[config.mk]
export PLATFORM = sky130hd
export DESIGN_NAME = fir_mac_sequencer
export DESIGN_NICKNAME = d
export VERILOG_FILES = /design/src/rtl/fir_mac_sequencer.sv
export SDC_FILE = /design/constraint.sdc
export NUM_CORES = 1
export LEC_CHECK = 0
export ABC_AREA = 1
export BUFFER_PORTS_ARGS = -buffer_cell sky130_fd_sc_hd__buf_2
export CORE_MARGIN = 2
export CORE_UTILIZATION = 58
export CTS_BUF_LIST = sky130_fd_sc_hd__clkbuf_8 sky130_fd_sc_hd__clkbuf_16
export DETAILED_ROUTE_END_ITERATION = 8
export GPL_ROUTABILITY_DRIVEN = 1
export PLACE_DENSITY_LB_ADDON = 0.2
export RECOVER_POWER = 50
export SLEW_MARGIN = 40
export SYNTH_ARGS = -nofsm -noshare
export SYNTH_HDL_FRONTEND = slang
export SYNTH_SLANG_ARGS = --single-unit
[constraint.sdc]
create_clock -name clk -period 2.2 [get_ports clk]
set_input_delay 0.22 -clock clk [delete_from_list [all_inputs] [get_ports clk]]
set_output_delay 0.22 -clock clk [all_outputs]
set_load 0.03 [all_outputs]
[src/rtl/fir_mac_sequencer.sv]
// fir_mac_sequencer: control sequencer for the time-multiplexed FIR datapath
// Accumulator control codes shared with the accumulator; kept in this file so the
// block is self-contained.
// Ports: clk/rst_n (async active-low), in_valid/in_ready sample handshake,
// flush_in zeroes the delay line and clears the accumulator, sample_addr/sample_we/
// sample_zero drive the delay-line RAM, coef_addr the coefficient ROM, ctrl_out the
// accumulator, out_valid pulses when acc_out is final, busy is high outside IDLE.
package fir_filter_pkg;
  localparam logic [1:0] MAC_NOP  = 2'd0;
  localparam logic [1:0] MAC_LOAD = 2'd1;
  localparam logic [1:0] MAC_ACC  = 2'd2;
  localparam logic [1:0] MAC_CLR  = 2'd3;
endpackage

module fir_mac_sequencer
  import fir_filter_pkg::*;
#(
  parameter int TAPS = 8,
  parameter int PIPE_LAT = 2,
  localparam int AW = $clog2(TAPS)
) (
  input  logic          clk,
  input  logic          rst_n,
  input  logic          in_valid,
  output logic          in_ready,
  input  logic          flush_in,
  output logic [AW-1:0] sample_addr,
  output logic          sample_we,
  output logic          sample_zero,
  output logic [AW-1:0] coef_addr,
  output logic [1:0]    ctrl_out,
  output logic          out_valid,
  output logic          busy
);
  localparam int DW = $clog2(PIPE_LAT + 1);
  localparam int PW = 2 * PIPE_LAT;
  localparam logic [AW-1:0] LAST = AW'(TAPS - 1);
  typedef enum logic [2:0] {FLUSH, IDLE, MAC, DRAIN, DONE} state_e;
  state_e state_q, state_d;
  logic [AW-1:0] k_q, k_d, wr_ptr_q, wr_ptr_d, nxt_ptr, rd_addr;
  logic [DW-1:0] dcnt_q, dcnt_d;
  logic [PW-1:0] pipe_q, pipe_d;
  logic [1:0] issue, pipe_out;
  assign nxt_ptr = wr_ptr_q == LAST ? '0 : wr_ptr_q + AW'(1);
  // Wrap modulo TAPS, not 2^AW, so non-power-of-two tap counts index correctly.
  assign rd_addr = wr_ptr_q >= k_q ? wr_ptr_q - k_q : wr_ptr_q + AW'(TAPS) - k_q;
  // Control codes ride a PIPE_LAT-deep shift register to line up with mul_in.
  assign pipe_d = (pipe_q << 2) | PW'(issue);
  assign pipe_out = pipe_q[PW-1 -: 2];
  assign busy = state_q != IDLE;
  always_comb begin
    state_d = state_q;
    k_d = k_q;
    wr_ptr_d = wr_ptr_q;
    dcnt_d = dcnt_q;
    issue = MAC_NOP;
    in_ready = 1'b0;
    out_valid = 1'b0;
    sample_we = 1'b0;
    sample_zero = 1'b0;
    sample_addr = '0;
    coef_addr = '0;
    ctrl_out = pipe_out;
    case (state_q)
      FLUSH: begin
        // Gated by rst_n so the write strobes and MAC_CLR stay quiet while reset is held.
        sample_we = rst_n;
        sample_zero = rst_n;
        sample_addr = k_q;
        ctrl_out = (k_q == '0 && rst_n) ? MAC_CLR : pipe_out;
        k_d = k_q == LAST ? '0 : k_q + AW'(1);
        state_d = k_q == LAST ? IDLE : FLUSH;
        wr_ptr_d = k_q == LAST ? LAST : wr_ptr_q;
      end
      IDLE: begin
        in_ready = !flush_in;
        if (flush_in) begin
          state_d = FLUSH;
          k_d = '0;
        end else if (in_valid) begin
          sample_we = 1'b1;
          sample_addr = nxt_ptr;
          wr_ptr_d = nxt_ptr;
          k_d = '0;
          state_d = MAC;
        end
      end
      MAC: begin
        coef_addr = k_q;
        sample_addr = rd_addr;
        issue = k_q == '0 ? MAC_LOAD : MAC_ACC;
        k_d = k_q == LAST ? '0 : k_q + AW'(1);
        dcnt_d = '0;
        state_d = k_q == LAST ? DRAIN : MAC;
      end
      DRAIN: begin
        dcnt_d = dcnt_q == DW'(PIPE_LAT - 1) ? '0 : dcnt_q + DW'(1);
        state_d = dcnt_q == DW'(PIPE_LAT - 1) ? DONE : DRAIN;
      end
      DONE: begin
        out_valid = 1'b1;
        state_d = IDLE;
      end
      default: state_d = FLUSH;
    endcase
  end
  always_ff @(posedge clk or negedge rst_n) begin
    if (!rst_n) begin
      state_q <= FLUSH;
      k_q <= '0;
      wr_ptr_q <= LAST;
      dcnt_q <= '0;
      pipe_q <= {PIPE_LAT{MAC_NOP}};
    end else begin
      state_q <= state_d;
      k_q <= k_d;
      wr_ptr_q <= wr_ptr_d;
      dcnt_q <= dcnt_d;
      pipe_q <= pipe_d;
    end
  end
endmodule

# Word level (Yosys, flattened, before mapping)
# Cells that the tools add are included.
# op_classes
n_reduce_logical,10
addsub,4
eq_ne,12
mux,31
n_bitwise,1
# op_table
cell,count
3-bit two-way mux,13
3-bit case mux with 5 select lines,1
3-bit case mux with 2 select lines,2
2-bit two-way mux,5
"3-bit equality test, second input constant",3
3-bit case mux with 3 select lines,1
1-bit two-way mux,7
"3-bit by 1-bit adder with 3-bit output, second input constant",2
"3-bit by 2-bit equality test with 1-bit output, second input constant",2
3-bit logical NOT,2
"2-bit != test, second input constant",3
2-bit nonzero test,3
4-bit by 2-bit OR with 4-bit output,1
2-bit case mux with 2 select lines,1
4-bit AND reduction,1
"3-bit by 1-bit equality test with 1-bit output, second input constant",1
"3-bit by 1-bit != test with 1-bit output, second input constant",1
"3-bit != test, second input constant",1
3-bit subtractor,1
"2-bit by 1-bit adder with 2-bit output, second input constant",1
"2-bit by 1-bit equality test with 1-bit output, second input constant",1
1-bit case mux with 2 select lines,1
2-bit AND reduction,1
2-bit OR reduction,1
other kinds (2),2
# word_totals
inputBits,4
elab_cells,63
register_bits,15

# Logic depth before layout (Yosys ltp)
# depth
word_depth,5
mapped_depth,8
mapped_depth_nobuf,8

# Worst setup path before layout
# OpenSTA, ideal clock, no wires.
# synth_timing
path_type,register -> output
start,register wr_ptr_q[0]
end,output sample_addr[1]
required_time_ns,1.980
n_path_buf,0
arrival_time_ns,1.499
stages_incl_launch_ff,7
path_slack_ns,0.481
path_cell_list,dfstp_2 > inv_1 > ha_1 > inv_1 > fa_1 > nand2_1 > nand3_1
# synth_via
elab_chain_len,5
elab_cells_between_ends,7
cone_classes,add/sub (2); eq/ne (1); mux (4)
# synth_rtl
item,line,source
start: declaration,40,"logic [AW-1:0] k_q, k_d, wr_ptr_q, wr_ptr_d, nxt_ptr, rd_addr;"
start signal: assignment,117,wr_ptr_q <= wr_ptr_d;
3-bit by 1-bit adder with 3-bit output / 3-bit equality test (equally long branches),44,assign nxt_ptr = wr_ptr_q == LAST ? '0 : wr_ptr_q + AW'(1);
3-bit two-way mux,44,
3-bit two-way mux,80,end else if (in_valid) begin
3-bit two-way mux,77,if (flush_in) begin
3-bit case mux with 3 select lines *,64,case (state_q)
end: declaration,27,"output logic [AW-1:0] sample_addr,"
# Every way passes the cells marked *; elsewhere a longest branch is shown, timed or not.

# Worst setup path after layout
# Same ends and word-level chain as after synthesis.

==> metrics.txt <==
RSZ-0062 raised after global routing false; Skew-Pair Late Insertion Delay 0.25 ns; most frequent cells in the layout nand2_1, inv_1, nand3_1, nor2_1, buf_2; Pleak 0.639 nW; Die W 44.7 microns; pwr/cell area 1650 nW/um^2; setup slack, reg-to-reg 0.85 ns; Tot GR Track Use 25.7%; final hold slack 0.322 ns; mapped cell area 960 sq um; TritonCTS clock tree built; Seq/Total Area, Yosys 39.5%; CTS buffer count 3; Diodes inserted 0; Initial Util 63.0%; Site Rows 14; NetSw 931 uW; Via-to-Cell Ratio 5.30; hold depth 4; CTS Sinks 15; post-synth net total 141; critical path data required time 1.98 ns; initial antenna violation count 0; end of the worst hold path state_q[1]$_DFFE_PN0P_; Final Critical Period 2.05 ns; Slew HR 75.9%; Hold Crit Class input port to flip-flop; worst path arrival time 1.83 ns; power share of the combinational group 58.7%; sequential power share 28.8%; setup violators final 0; Detailed Route WL 2030 microns; Die Height 44.7 microns; Reg-to-Reg Start k_q[0]$_DFFE_PN0P_; GRT Max-Usage Layer met2; total core area 1520 sq um; GRT met3 Usage 6.12%; Final Max Tran Viols 0; H-tree depth 1; Seq cells post-synth 15; fin crit share 93.3%; Worst setup SP type flip-flop; sw frac 51.7%; Setup WS post-layout 0.148 ns; Cells after Synth 130; drt drc 0; Final Hold Vio Count 0; total negative setup slack 0 ns; routed length per placed instance 12.2 microns; Unique masters post-synth 20; crit path max fanout 4; clock power share 12.5%; area delta synth->final 14.1%; Boundary Pins 17; vias in the first global route 811; yosys warns 0; Final Skew 0.0102 ns; mean post-synth cell area 7.38 sq um; HP Start flush_in; FMAX 487 MHz; Worst-path clk slew 0.07 ns; TritonRoute pass-1 iters 4; postcts setup bufs 0; Pint 871 uW; M1 GR Usage 34.6%; outcome completed; grt met2 use 38.0%; layout cells sized above 1 18.0%; kind of critical path flip-flop to output port; commonest non-fill, non-tap cell in the layout nand2_1; Routability Congestion 0.856; DRT antenna net count 0; final HPWL from detailed placement 1540 microns; Crit. End Element output port; dpl ws 0.472 ns; worst reg-to-reg path cell count 6; DR vias 879; die area 2000 sq um; Worst VDD drop 0.000956 V; fin nets 162; grt total ovfl 0; FILL cells 133; DRT iter0 DRCs 30; # port buffers 16; first-pass GRT wire length 3570 microns; Slew @ Worst Pin 0.362 ns; CTS Buffer Depth 2; Root Buffer clkbuf_8; pin count of the biggest net entering global routing 18; max_cap viols 0; reg2reg end wr_ptr_q[2]$_DFFE_PN1P_
[state kept, by name, indices dropped and copies added (netlist names)]
register,cells
k_q,3
wr_ptr_q,3
pipe_q,4
dcnt_q,2
state_q,3
[worst max path at each step]
stage / startpoint / end / slack, ns / cells after the start
finish: wr_ptr_q[0]$_DFFE_PN1P_ / sample_addr[1] / 0.15 / 7
global route: wr_ptr_q[0]$_DFFE_PN1P_ / sample_addr[1] / 0.07 / 7
CTS: wr_ptr_q[0]$_DFFE_PN1P_ / sample_addr[1] / 0.14 / 7
detailed placement: wr_ptr_q[0]$_DFFE_PN1P_ / sample_addr[1] / 0.47 / 7
global placement: wr_ptr_q[0]$_DFFE_PN1P_ / sample_addr[1] / 0.48 / 7
floorplan: wr_ptr_q[0]$_DFFE_PN1P_ / sample_addr[1] / 0.48 / 6
[repair_timing]
| action | 4_1_cts | 5_1_grt |
|---|---|---|
| endpoints found under the hold margin | 12 | 0 |
| setup endpoints to repair | 0 | 0 |
| gates resized for setup | 0 | 0 |
| hold buffers | 1 | 0 |
[cell type report]
| type | count | area (sq um) | share of cell area [%] |
|---|---|---|---|
| repair buffers | 17 | 90.1 | 8.23 |
| clock inverters | 1 | 5.00 | 0.457 |
| multi-input cells | 91 | 473 | 43.2 |
| flip-flops and latches | 15 | 379 | 34.6 |
| well taps | 16 | 20.0 | 1.83 |
| clock buffers | 3 | 41.3 | 3.77 |
| inverters | 23 | 86.3 | 7.89 |
[Yosys cell counts, drive strengths merged]
master	instances	share of area, %
o21bai	2	1.6
nor2	19	8.7
dfrtp	12	31
inv	23	9.0
clkbuf	1	1.4
fa	1	2.1
a21boi	1	0.78
dfstp	3	8.2
a21oi	2	1.0
ha	6	7.8
nor3	3	1.6
nand3b	1	0.78
nand3	19	10
o21ai	2	1.0
or2	1	0.65
nand2	34	14
[power by group through the flow]
| stage | Sequential, mW | Clock [mW] | Combinational [mW] |
|---|---|---|---|
| final | 0.519 | 0.225 | 1.06 |
| after global routing | 0.539 | 0.240 | 1.17 |
| after CTS | 0.520 | 0.228 | 1.07 |
| after detailed placement | 0.525 | 0 | 1.03 |
| after global placement | 0.519 | 0 | 1.01 |
| after floorplan | 0.485 | 0 | 0.818 |
[worst max-delay path: stages, from the launching register on]
cell and delay [ns]:
dfstp_2 0.55, inv_1 0.05, ha_1 0.16, inv_1 0.08
fa_1 0.43, nand2_1 0.08, nand3_1 0.07, buf_2 0.18
[logic make-up (layout without fill, tap and decap cells)]
family	Yosys count	count (layout)	synth area share, %
simple gates	77	77	35.7
buf+inv	24	44	10.4
flops	15	15	39.5
fa+ha+maj	7	7	9.91
compound gates	7	7	4.43
[layer usage]
| metal | wire, microns | vias to the layer above |
|---|---|---|
| li1 | - | 445 |
| met1 | 930 | 393 |
| met4 | 46 | 0 |
| met2 | 908 | 33 |
| met3 | 144 | 8 |
| met5 | 0 | - |
[per-stage QoR]
stage               utilization (%)  instances  cell area, sq um  power, mW
floorplan                         -        130               960       1.30
global placement               68.6        161              1050       1.52
detailed placement             68.6        161              1050       1.55
CTS                            72.3        166              1100       1.82
global route                   71.8        166              1090       1.95
finish                         71.8        166              1090       1.80
Note: power is estimated with default switching activity, not from simulation.
